==> config.mk <==
export PLATFORM = sky130hd
export DESIGN_NAME = seven_segment_scan_controller
export DESIGN_NICKNAME = d
export VERILOG_FILES = /design/src/rtl/seven_seg_pkg.sv /design/src/rtl/seven_segment_decoder.sv /design/src/rtl/seven_segment_scan_controller.sv
export SDC_FILE = /design/constraint.sdc
export NUM_CORES = 1
export LEC_CHECK = 0
export ABC_CLOCK_PERIOD_IN_PS = 2600
export CORE_MARGIN = 1
export CORE_UTILIZATION = 51
export CTS_BUF_LIST = sky130_fd_sc_hd__clkbuf_16
export CTS_CLUSTER_DIAMETER = 80
export DETAILED_ROUTE_END_ITERATION = 12
export PLACE_DENSITY = 0.77
export SLEW_MARGIN = 20
export SYNTH_ARGS = -nofsm -noshare
export SYNTH_HDL_FRONTEND = slang
export SYNTH_SLANG_ARGS = --single-unit
export TNS_END_PERCENT = 20
==> constraint.sdc <==
create_clock -name clk_1kHz -period 2.6 [get_ports clk_1kHz]
set_input_delay 0.39 -clock clk_1kHz [delete_from_list [all_inputs] [get_ports clk_1kHz]]
set_output_delay 0.39 -clock clk_1kHz [all_outputs]
set_load 0.02 [all_outputs]
==> src/rtl/seven_seg_pkg.sv <==
// Shared definitions for the seven-segment display blocks: blank pattern,
// active-low hex segment table and the scan FSM state type.
package seven_seg_pkg;

  // All segments off (active-low drive).
  localparam logic [6:0] SEG_OFF = 7'h7F;

  // Active-low {g,f,e,d,c,b,a} patterns, entry n is hex digit n.
  localparam logic [15:0][6:0] SEG_TABLE = {
    7'h0E, 7'h06, 7'h21, 7'h46,   // F E d C
    7'h03, 7'h08, 7'h10, 7'h00,   // b A 9 8
    7'h78, 7'h02, 7'h12, 7'h19,   // 7 6 5 4
    7'h30, 7'h24, 7'h79, 7'h40    // 3 2 1 0
  };

  typedef enum logic {
    GAP  = 1'b0,
    SHOW = 1'b1
  } scan_state_t;

endpackage

==> src/rtl/seven_segment_decoder.sv <==
// Combinational hex nibble to active-low seven-segment pattern.
module seven_segment_decoder
  import seven_seg_pkg::*;
(
  input  logic [3:0] nibble,
  output logic [6:0] seg
);

  // Table lookup; every nibble value has an entry.
  assign seg = SEG_TABLE[nibble];

endmodule

==> src/rtl/seven_segment_scan_controller.sv <==
// Time-multiplexed N-digit common-anode seven-segment driver.
// Scans digits with a fixed dwell and an all-off gap between digits.
// Display data is double-buffered: a load lands in a pending buffer and is
// committed only when digit 0 of a new frame is entered, so a frame never
// shows a mix of old and new data. Outputs are registered from the next
// state so seg/an/frame_start change exactly on the edge that enters a state.
module seven_segment_scan_controller
  import seven_seg_pkg::*;
#(
  parameter int NUM_DIGITS = 4,
  parameter int DWELL      = 4,
  parameter int GAP_CYCLES = 1
) (
  input  logic                    clk_1kHz,
  input  logic                    rst,
  input  logic [4*NUM_DIGITS-1:0] digits,
  input  logic [NUM_DIGITS-1:0]   digit_en,
  input  logic                    lzb,
  input  logic                    load,
  output logic [6:0]              seg,
  output logic [NUM_DIGITS-1:0]   an,
  output logic                    frame_start
);

  localparam int MAXC = (DWELL > GAP_CYCLES) ? DWELL : GAP_CYCLES;
  localparam int CW   = $clog2(MAXC + 1);
  localparam int IW   = (NUM_DIGITS > 1) ? $clog2(NUM_DIGITS) : 1;
  localparam logic [IW-1:0] LAST_IDX = IW'(NUM_DIGITS - 1);
  localparam logic [CW-1:0] GAP_LEN  = CW'(GAP_CYCLES);
  localparam logic [CW-1:0] SHOW_LEN = CW'(DWELL);

  // Scan state. The counter holds the 1-based cycle number within the
  // current state; reset leaves it at 0, so the very first gap after reset
  // is one cycle longer and digit 0 first appears on edge GAP_CYCLES+1.
  scan_state_t             state, state_n;
  logic [IW-1:0]           idx, idx_n;
  logic [CW-1:0]           cnt, cnt_n;
  logic                    enter_show;
  logic                    commit;

  // Pending and committed display buffers.
  logic [4*NUM_DIGITS-1:0] pend_d, com_d, com_d_n;
  logic [NUM_DIGITS-1:0]   pend_e, com_e, com_e_n;
  logic                    pend_l, com_l, com_l_n;
  logic                    pend_v;

  // Digit selection and blanking.
  logic [3:0]              nibble;
  logic [6:0]              dec_seg;
  logic                    upper_zero;
  logic                    blank;

  // Next-state logic: count the dwell/gap, advance idx when SHOW ends.
  always_comb begin
    state_n    = state;
    idx_n      = idx;
    cnt_n      = cnt + CW'(1);
    enter_show = 1'b0;
    case (state)
      GAP: begin
        if (cnt == GAP_LEN) begin
          state_n    = SHOW;
          cnt_n      = CW'(1);
          enter_show = 1'b1;
        end
      end
      SHOW: begin
        if (cnt == SHOW_LEN) begin
          idx_n = (idx == LAST_IDX) ? '0 : idx + IW'(1);
          cnt_n = CW'(1);
          if (GAP_CYCLES == 0) begin
            state_n    = SHOW;
            enter_show = 1'b1;
          end else begin
            state_n = GAP;
          end
        end
      end
    endcase
  end

  // Commit selection: a load on the commit edge bypasses the pending buffer.
  always_comb begin
    commit  = enter_show && (idx_n == '0);
    com_d_n = com_d;
    com_e_n = com_e;
    com_l_n = com_l;
    if (commit) begin
      if (load) begin
        com_d_n = digits;
        com_e_n = digit_en;
        com_l_n = lzb;
      end else if (pend_v) begin
        com_d_n = pend_d;
        com_e_n = pend_e;
        com_l_n = pend_l;
      end
    end
  end

  // Mux the next digit's nibble and decide whether it is blanked.
  always_comb begin
    nibble     = com_d_n[4*idx_n +: 4];
    upper_zero = 1'b1;
    for (int i = 0; i < NUM_DIGITS; i++) begin
      if ((i >= int'(idx_n)) && (com_d_n[4*i +: 4] != 4'h0)) begin
        upper_zero = 1'b0;
      end
    end
    blank = !com_e_n[idx_n] || (com_l_n && (idx_n != '0) && upper_zero);
  end

  seven_segment_decoder u_dec (
    .nibble (nibble),
    .seg    (dec_seg)
  );

  // FSM state register.
  always_ff @(posedge clk_1kHz or posedge rst) begin
    if (rst) begin
      state <= GAP;
      idx   <= '0;
      cnt   <= '0;
    end else begin
      state <= state_n;
      idx   <= idx_n;
      cnt   <= cnt_n;
    end
  end

  // Pending/committed buffers; the newest load always wins.
  always_ff @(posedge clk_1kHz or posedge rst) begin
    if (rst) begin
      pend_d <= '0;
      pend_e <= '0;
      pend_l <= 1'b0;
      pend_v <= 1'b0;
      com_d  <= '0;
      com_e  <= '0;
      com_l  <= 1'b0;
    end else begin
      com_d <= com_d_n;
      com_e <= com_e_n;
      com_l <= com_l_n;
      if (commit) begin
        pend_v <= 1'b0;
      end else if (load) begin
        pend_d <= digits;
        pend_e <= digit_en;
        pend_l <= lzb;
        pend_v <= 1'b1;
      end
    end
  end

  // Registered pin drive derived from a single next idx: one anode at most.
  always_ff @(posedge clk_1kHz or posedge rst) begin
    if (rst) begin
      seg         <= SEG_OFF;
      an          <= '1;
      frame_start <= 1'b0;
    end else begin
      seg         <= (state_n == SHOW && !blank) ? dec_seg : SEG_OFF;
      an          <= (state_n == SHOW) ? ~(NUM_DIGITS'(1) << idx_n) : '1;
      frame_start <= commit;
    end
  end

endmodule

# [Word level (Yosys, flattened, before mapping)]
# Memory sizes are Yosys's and may differ from the RTL's.
# Index checks and enable logic that the tools add are counted.
# W data, S select, Z words.
[word_totals] reg_bits=61 memories=1 inputBits=24 romBits=112
[mem_list] name="(name not given)" depth=16 width=7 rd=1 rd_clocked_by_memory_dff=0 write_ports=0 line="seven_segment_decoder.sv:10" text="assign seg = SEG_TABLE[nibble];"
[classes] shifts=2 bitwise_logic=3 n_eq_ne=3 reduce_logical=18 mux=30 order_cmp=5 add_sub_neg=2
[ops] op="$mux W16" count=3
[ops] op="$mux W4" count=4
[ops] op="$reduce_bool A4 Y1" count=4
[ops] op="$shiftx A16 B5 Y4" count=1
[ops] op="$mux W7" count=2
[ops] op="$mux W1" count=13
[ops] op="$logic_and A1 B1 Y1" count=7
[ops] op="$mux W2" count=3
[ops] op="$mux W3" count=2
[ops] op="$pmux W3 S2" count=1
[ops] op="$lt A4 B5 Y1 const B" count=1
[ops] op="$ge A1 B2 Y1 const A" count=2
[ops] op="$not A4 Y4" count=1
[ops] op="$reduce_bool A2 Y1" count=2
[ops] op="$shl A1 B2 Y4 const A" count=1
[ops] op="$add A3 B1 Y3 const B" count=1
[ops] op="$eq A3 B1 Y1 const B" count=1
[ops] op="$eq A3 B3 Y1 const B" count=1
[ops] op="$lt A2 B3 Y1 const B" count=1
[ops] op="$add A2 B1 Y2 const B" count=1
[ops] op="$bmux W1 S2" count=1
[ops] op="$eq A2 B2 Y1 const B" count=1
[ops] op="$ge A2 B2 Y1 const A" count=1
[ops] op="$logic_not A1 Y1" count=2
[ops] op="other kinds (5)" count=6

# [Longest topological paths before layout]
# Gate-level depths: netlist of run 1.
[logic_depth] word_depth=18 mapped_depth=15 mapped_depth_nobuf=13

# [By module]
# A second synthesis of run 1 with hierarchy kept.
[hier_totals] hier_cells=298 area_unflattened_um2=3209.3
[by_module_without_submodules] module="seven_segment_scan_controller" seq_area_each_um2=1540.2 cells_each=267 n_inst=1 area_per_inst_um2=2947.8
[by_module_without_submodules] module="seven_segment_decoder" seq_area_each_um2=0.0 cells_each=31 n_inst=1 area_per_inst_um2=261.5

# [Worst setup path after synthesis of run 1]
# Ideal clock, no wire load.
[synth_timing] kind="register to register" startpoint="reg cnt[1]" endpoint="reg seg[0]" path_buffers=2 t_arrival_ps=2689 stages_incl_launch_ff=16 setup_time_ps=80 setup_slack_ps=-169 synth_period_minus_slack_ps=2769 path_cell_list="dfrtp_1 -> inv_1 -> ha_1 -> nor4b_4 -> nand2b_1 -> clkbuf_1 -> buf_2 -> a22oi_1 -> o21ai_1 -> nand2_1 -> o211a_1 -> inv_1 -> ha_1 -> or3_1 -> o221ai_1 -> nand2_1"
[synth_between] elab_chain_cells=17
[synth_lines] element="start, declared" line="seven_segment_scan_controller.sv:37" text="logic [CW-1:0] cnt, cnt_n;"
[synth_lines] element="start signal, assigned" line="seven_segment_scan_controller.sv:127" text="cnt <= cnt_n;"
[synth_lines] element="$eq A3 B3 Y1" line="seven_segment_scan_controller.sv:68" text="if (cnt == SHOW_LEN) begin"
[synth_lines] element="$mux W2" line="seven_segment_scan_controller.sv:68"
[synth_lines] element="$mux W2" line="seven_segment_scan_controller.sv:59" text="case (state)"
[synth_lines] element="$logic_not A2 Y1" line="seven_segment_scan_controller.sv:84" text="commit = enter_show && (idx_n == '0);"
[synth_lines] element="$logic_and A1 B1 Y1 (*)" line="seven_segment_scan_controller.sv:84"
[synth_lines] element="$mux W16 (*)" line="seven_segment_scan_controller.sv:88" text="if (commit) begin"
[synth_lines] element="via com_d_n[1]" line="seven_segment_scan_controller.sv:42" text="logic [4*NUM_DIGITS-1:0] pend_d, com_d, com_d_n;"
[synth_lines] element="parallel branches: the longest is 10 deep, another holds $mem_v2 Z16 W7"
[synth_lines] element="$mux W7 (*)" line="seven_segment_scan_controller.sv:163" text="seg <= (state_n == SHOW && !blank) ? dec_seg : SEG_OFF;"
[synth_lines] element="end signal, assigned" line="seven_segment_scan_controller.sv:163"
[synth_lines] element="end, declared" line="seven_segment_scan_controller.sv:20" text="output logic [6:0] seg,"
# Mark *: on every way through the listed nets, which the timed path passes. The select of a mux whose other input is x is not followed.
# A chain may end at the register's enable or synchronous reset.

# [Final worst setup path of run 1]
# Same ends and word-level chain as after synthesis.

==> results of run 1 <==
[registers in the layout, summed over array words and instances, names as in the netlist]
| signal | flops |
|---|---|
| cnt | 3 |
| pend_v | 1 |
| com_e | 4 |
| frame_start | 1 |
| com_d | 16 |
| idx | 2 |
| pend_e | 4 |
| pend_l | 1 |
| seg | 7 |
| state | 1 |
| an | 4 |
| com_l | 1 |
| pend_d | 16 |
[critical path, stage by stage (launching register included)]
cell	delay, ns
dfrtp_1	0.38
inv_2	0.08
ha_4	0.14
or4b_4	0.50
buf_4	0.17
o21ai_1	0.16
o221ai_2	0.17
a22oi_2	0.30
nand2_2	0.15
or3_1	0.37
o221ai_1	0.08
nand2_1	0.08
[power by group through the flow]
| stage | logic, mW | clock network (mW) | registers, mW |
|---|---|---|---|
| floorplan | 0.240 | 0 | 1.13 |
| global placement | 0.446 | 0 | 1.11 |
| detailed placement | 0.461 | 0 | 1.11 |
| CTS | 0.503 | 1.24 | 1.10 |
| global route | 0.563 | 1.30 | 1.11 |
| finish | 0.524 | 1.24 | 1.11 |
[layout make-up]
class                      instances  area [sq um]  share of cell area (%)
clock inverter                     6          78.8                    1.66
timing repair buffer             111          1070                    22.4
tap                               75          93.8                    1.97
clock buffer                       9           225                    4.73
multi-input combinational        205          1670                    35.1
sequential                        61          1540                    32.4
inverter                          22          82.6                    1.74
[how the worst max path moves through the flow]
stage	endpoint	slack, ns	from
after global placement	seg[0]$_DFF_PP1_	-0.09	load
after global routing	seg[5]$_DFF_PP1_	-0.20	cnt[1]$_DFF_PP0_
after floorplan	seg[0]$_DFF_PP1_	0.004	cnt[1]$_DFF_PP0_
final	seg[0]$_DFF_PP1_	-0.08	cnt[1]$_DFF_PP0_
after detailed placement	seg[0]$_DFF_PP1_	-0.23	load
after CTS	seg[0]$_DFF_PP1_	-0.005	cnt[1]$_DFF_PP0_
[layout by cell type (no fill, tap or decap), drive strengths merged, types with 3 or more instances in the layout]
cell type	count
a21oi	6
a22oi	16
a2bb2oi	3
a32oi	15
buf	75
clkbuf	9
clkdlybuf4s50	35
clkinv	4
dfrtp	50
dfstp	11
ha	10
inv	21
mux2	11
mux2i	8
nand2	37
nand3	8
nor2	13
o211ai	8
o21ai	33
o221ai	5
[routing by layer]
layer	wire length (um)	track usage, %
met3	620	10.6
met5	0	0
met1	4050	36.7
met2	4640	50.2
met4	202	12.1
[repair_timing]
action | 4_1_cts | 5_1_grt
setup buffers | 14 | 1
cloned | 2 | 0
endpoints found under the setup margin | 7 | 7
pin swaps | 15 | 5
resized for setup | 22 | 6
[per-stage QoR]
stage / total power, mW / worst slack (ns) / hold slack, ns / cell area (sq um) / instances
2_1_floorplan: 1.37 / 0.00392 / 0.450 / 3280 / 306
3_3_place_gp: 1.56 / -0.0950 / 0.472 / 4160 / 457
3_5_place_dp: 1.58 / -0.232 / 0.477 / 4160 / 457
4_1_cts: 2.84 / -0.00479 / 0.479 / 4720 / 488
5_1_grt: 2.97 / -0.195 / 0.518 / 4760 / 489
6_report: 2.87 / -0.0792 / 0.457 / 4760 / 489
[cell families after synthesis]
kind of cell,after synthesis
xor+xnor,1
fa+ha+maj,10
mux,19
simple gates,76
buf+inv,40
compound gates,99
flops,61
==> run summary, run 1 <==
Row count: 28
Tot GR Track Use: 30.6%
Final WL: 9510 um
Power Density: 604 nW/um^2
Minimum clock period: 2.68 ns
IO buf count: 35
Failing checks: negative setup slack
Vias: 2918
Diode count: 0
Setup violations, final: 7
Max-cap violations: 0
CORE AREA: 6030 sq um
TritonRoute pass-1 iters: 5
Seq pwr share: 38.6%
Syn_area_per_cell: 10.6 sq um
Initial antenna violation count: 0
Most frequent cells after synthesis: dfrtp_1, nand2_1, inv_1, o21ai_0, a32oi_1
Slew Limit Headroom: 59.4%
Ports: 36
RR Startpoint: cnt[1]$_DFF_PP0_
Crit Path Category: flip-flop to flip-flop
Leak Pwr: 2.01 nW
Yosys top cell area share: 38.5%
Die ar.: 6690 sq um
Hold Vio Cnt, Final: 0
Final net count: 444
DIE HEIGHT: 81.8 um
R2R cell count: 11
RSZ-0062 raised after global routing: true
Final ANT Viol Nets: 0
Sinks on Clock Net: 61
Area grow syn2layout: 46.5%
Clock slew at reported path FFs: 0.05 ns
Largest net degree at the start of global routing: 35
Synth Area in Compound Gates: 23.8%
Post-Synth Adder-Cell Area: 3.85%
Switching share of total power: 25.6%
Initial Util: 53.9%
Setup Skew: 0.00742 ns
Cell Area, Synth: 3250 sq um
Total gr overflow: 0
H-Tree Depth: 3
GP Congestion: 0.910
Setup tns final: -0.279 ns
Top-count cell post-synth: dfrtp_1
Total CTS buffers: 9
Post-synthesis mux area share: 6.78%
Vias in the first global route: 2971
Crit. End Element: flip-flop
First-pass GRT wire length: 14800 um
Worst path arrival time: 2.93 ns
Fmax: 373 MHz
Vias/cell: 5.97
Reg2Reg Setup Slack: -0.08 ns
Final period util: 103%
Least-Margin Pin Slew: 0.609 ns
Final core utilization: 79.0%
Slew Viols, Final: 0
Gate Count Post-Synth: 306
Main area contributors after synthesis: dfrtp_1, dfstp_2, nand2_1, a32oi_1, ha_1
Largest family of logic cells by synthesized area: compound AO/OA/AOI/OAI gates
# DRC: 0
Gate power share: 18.3%
Drt wl/cell: 19.5 um
DIE WIDTH: 81.8 um
Syn_nets: 340
Setup ws final: -0.0792 ns
Netlist cell types: 58
WP data required: 2.85 ns
Fraction of layout cells with a size suffix above 1: 39.4%
Synth warn: 0
Status: finished with violations
Flops & latches, synth: 61
Primary FF master, synth: dfrtp_1
Worst skew pair latency: 0.33 ns
CTS tree: yes
Max Root-Sink Buffers: 2
Startpoint Class: flip-flop
VDD IR max: 614 uV
Class of the worst hold path: input pin to asynchronous set/reset pin
Switching Power: 734 uW
Clk pwr share: 43.2%
FILL cells: 350
Hold_buf cts: 0
Post-Synth Simple-Gate Area: 12.4%
Initial drt markers: 395
Sequential area share after synthesis: 47.4%
Internal: 2.14 mW
Root Buffer: clkbuf_16
Yosys top cell by area: dfrtp_1
EDFF count, synth: 0
Crit-path max FO: 5
Xor/xnor cell area share of the yosys netlist: 0.270%
Post-DP HPWL: 5910 um
Reg2reg end: seg[0]$_DFF_PP1_
Async SR Flop Fraction: 100%
No activity file was read; power rests on OpenSTA's default activity.
==> inputs of run 2 (changes only) <==
--- a/config.mk
+++ b/config.mk
@@ -5,13 +5,13 @@
 export SDC_FILE = /design/constraint.sdc
 export NUM_CORES = 1
 export LEC_CHECK = 0
-export ABC_CLOCK_PERIOD_IN_PS = 2600
+export ABC_CLOCK_PERIOD_IN_PS = 3100
 export CORE_MARGIN = 1
-export CORE_UTILIZATION = 51
+export CORE_UTILIZATION = 55
 export CTS_BUF_LIST = sky130_fd_sc_hd__clkbuf_16
 export CTS_CLUSTER_DIAMETER = 80
 export DETAILED_ROUTE_END_ITERATION = 12
-export PLACE_DENSITY = 0.77
+export PLACE_DENSITY = 0.79
 export SLEW_MARGIN = 20
 export SYNTH_ARGS = -nofsm -noshare
 export SYNTH_HDL_FRONTEND = slang
==> constraint.sdc (replaced) <==
create_clock -name clk_1kHz -period 3.1 [get_ports clk_1kHz]
set_input_delay 0.465 -clock clk_1kHz [delete_from_list [all_inputs] [get_ports clk_1kHz]]
set_output_delay 0.465 -clock clk_1kHz [all_outputs]
set_load 0.02 [all_outputs]
==> run 2 against run 1 <==
  * The run now ends clean
  * Combinational power down 34%
  * Cell area down 16%
  * Core utilization shrank 7.3 points
  * Register-to-register slack improved by 0.22 ns
  * Worst setup slack better by 0.22 ns
  * First-iteration DRC count is 18% lower
  * Via count fell by 9.0%
  * Worst hold slack better by 0.030 ns
  * Fmax fell by 9.6%
  * Critical path depth is 3 higher
==> run summary, run 2 (same netlist as run 1, synthesis figures left out) <==
Commonest cells after routing, fill and taps aside: dfrtp_1, nand2_1, clkdlybuf4s50_1
Reg2reg end: seg[0]$_DFF_PP1_
Class of the worst hold path: flip-flop to flip-flop
Slew Viols, Final: 0
Final net count: 387
Final WL: 7840 um
Max Root-Sink Buffers: 2
GP Congestion: 0.926
Worst skew pair latency: 0.32 ns
Post-route cell area: 4020 sq um
Sinks on Clock Net: 61
DIE WIDTH: 78.9 um
Ports: 36
Reg2Reg Setup Slack: 0.14 ns
Critical Path Start: cnt[1]$_DFF_PP0_
Minimum clock period: 2.96 ns
DIE HEIGHT: 78.9 um
Total gr overflow: 0
Crit-path max FO: 7
Fraction of layout cells with a size suffix above 1: 23.7%
Worst path arrival time: 3.21 ns
Largest net degree at the start of global routing: 32
Setup tns final: 0 ns
Initial Util: 57.9%
First-pass GRT wire length: 12700 um
Vias in the first global route: 2616
Hold Vio Cnt, Final: 0
VDD IR max: 333 uV
Least-Margin Pin Slew: 0.652 ns
Final Instance Count excl. Fillers: 430
R2R cell count: 14
Top flop regs: com_d: 16 flops, pend_d: 16 flops, seg: 7 flops
Placed cell count: 412
Final core utilization: 71.7%
CORE AREA: 5610 sq um
Vias: 2655
Crit. End Element: flip-flop
Vias/cell: 6.17
Startpoint Class: flip-flop
Leak Pwr: 1.68 nW
Total CTS buffers: 9
Initial drt markers: 325
Root Buffer: clkbuf_16
Post-DP HPWL: 5280 um
Slew Limit Headroom: 56.5%
Setup violations, final: 0
Die ar.: 6220 sq um
WP data required: 3.35 ns
Diode count: 0
Initial antenna violation count: 0
# DRC: 0
IO buf count: 35
CTS tree: yes
Drt wl/cell: 18.2 um
Placed cell areas: 3730 sq um
TritonRoute pass-1 iters: 5
Crit Path Category: flip-flop to flip-flop
Final period util: 95.6%
Fmax: 338 MHz
Most common cell after layout, fill and taps aside: dfrtp_1
Final ANT Viol Nets: 0
Max-cap violations: 0
Area grow syn2layout: 23.8%
Power Density: 528 nW/um^2
Row count: 27
Clock slew at reported path FFs: 0.05 ns
Worst hold path cell count: 2
RR Startpoint: cnt[1]$_DFF_PP0_
Setup Skew: 0.00671 ns
Status: finished clean
Tot GR Track Use: 26.8%
Worst Hold End: pend_d[2]$_DFFE_PP0P_
FILL cells: 416
H-Tree Depth: 3
Hold path startpoint: pend_d[2]$_DFFE_PP0P_
Hold Worst Slack: 0.487 ns
## run 2: worst max-delay path by stage
stage	cells past startpoint	to	slack, ns
2_1_floorplan	15	seg[0]$_DFF_PP1_	0.33
3_3_place_gp	14	seg[3]$_DFF_PP1_	0.17
3_5_place_dp	14	seg[3]$_DFF_PP1_	0.03
4_1_cts	14	seg[0]$_DFF_PP1_	0.005
5_1_grt	14	seg[0]$_DFF_PP1_	-0.02
6_report	14	seg[0]$_DFF_PP1_	0.14
## run 2: per-layer routing
metal	up-vias	part of all wire, %	GRT usage [%]
met2	103	47	41.5
met3	17	6.4	5.98
met4	0	2.1	12.2
met5	-	0	0
li1	1224	-	-
met1	1311	44	36.2
## run 2: repair_timing
| item | in CTS | in global routing |
|---|---|---|
| endpoints found under the setup margin | 1 | 4 |
| gates resized for setup | 1 | 6 |
| cloned | 0 | 0 |
| setup buffers | 0 | 2 |
| pin swaps | 0 | 1 |
| hold buffers | 0 | 0 |
## run 2: power breakdown
part           switching [mW]  leakage [nW]  internal (mW)
clock network           0.329         0.142          0.522
registers              0.0393         0.685          0.885
logic                   0.187         0.851          0.160
total                   0.555          1.68           1.57
## run 2: metrics by stage
stage | total power [mW] | worst slack, ns
2_1_floorplan | 1.14 | 0.331
5_1_grt | 2.20 | -0.0215
3_3_place_gp | 1.26 | 0.173
4_1_cts | 2.13 | 0.00469
6_report | 2.12 | 0.138
3_5_place_dp | 1.27 | 0.0349
## run 2: cell type report
type                       count  area (sq um)  area share, %
sequential                    61          1540           38.3
inverter                      22          82.6           2.05
clock buffer                   9           225           5.60
multi-input combinational    205          1550           38.5
clock inverter                 7          28.8          0.716
timing repair buffer          54           505           12.6
tap                           72          90.1           2.24
## run 2: worst max-delay path, stage by stage, from the launching register on
cell	delay, ns
dfrtp_1	0.39
inv_1	0.09
ha_2	0.23
nor4b_4	0.34
nand2b_4	0.14
buf_4	0.18
a22oi_1	0.21
o21ai_2	0.11
nand2_1	0.08
o211a_1	0.21
inv_1	0.11
ha_1	0.26
or3_1	0.38
o221ai_1	0.08
nand2_1	0.07
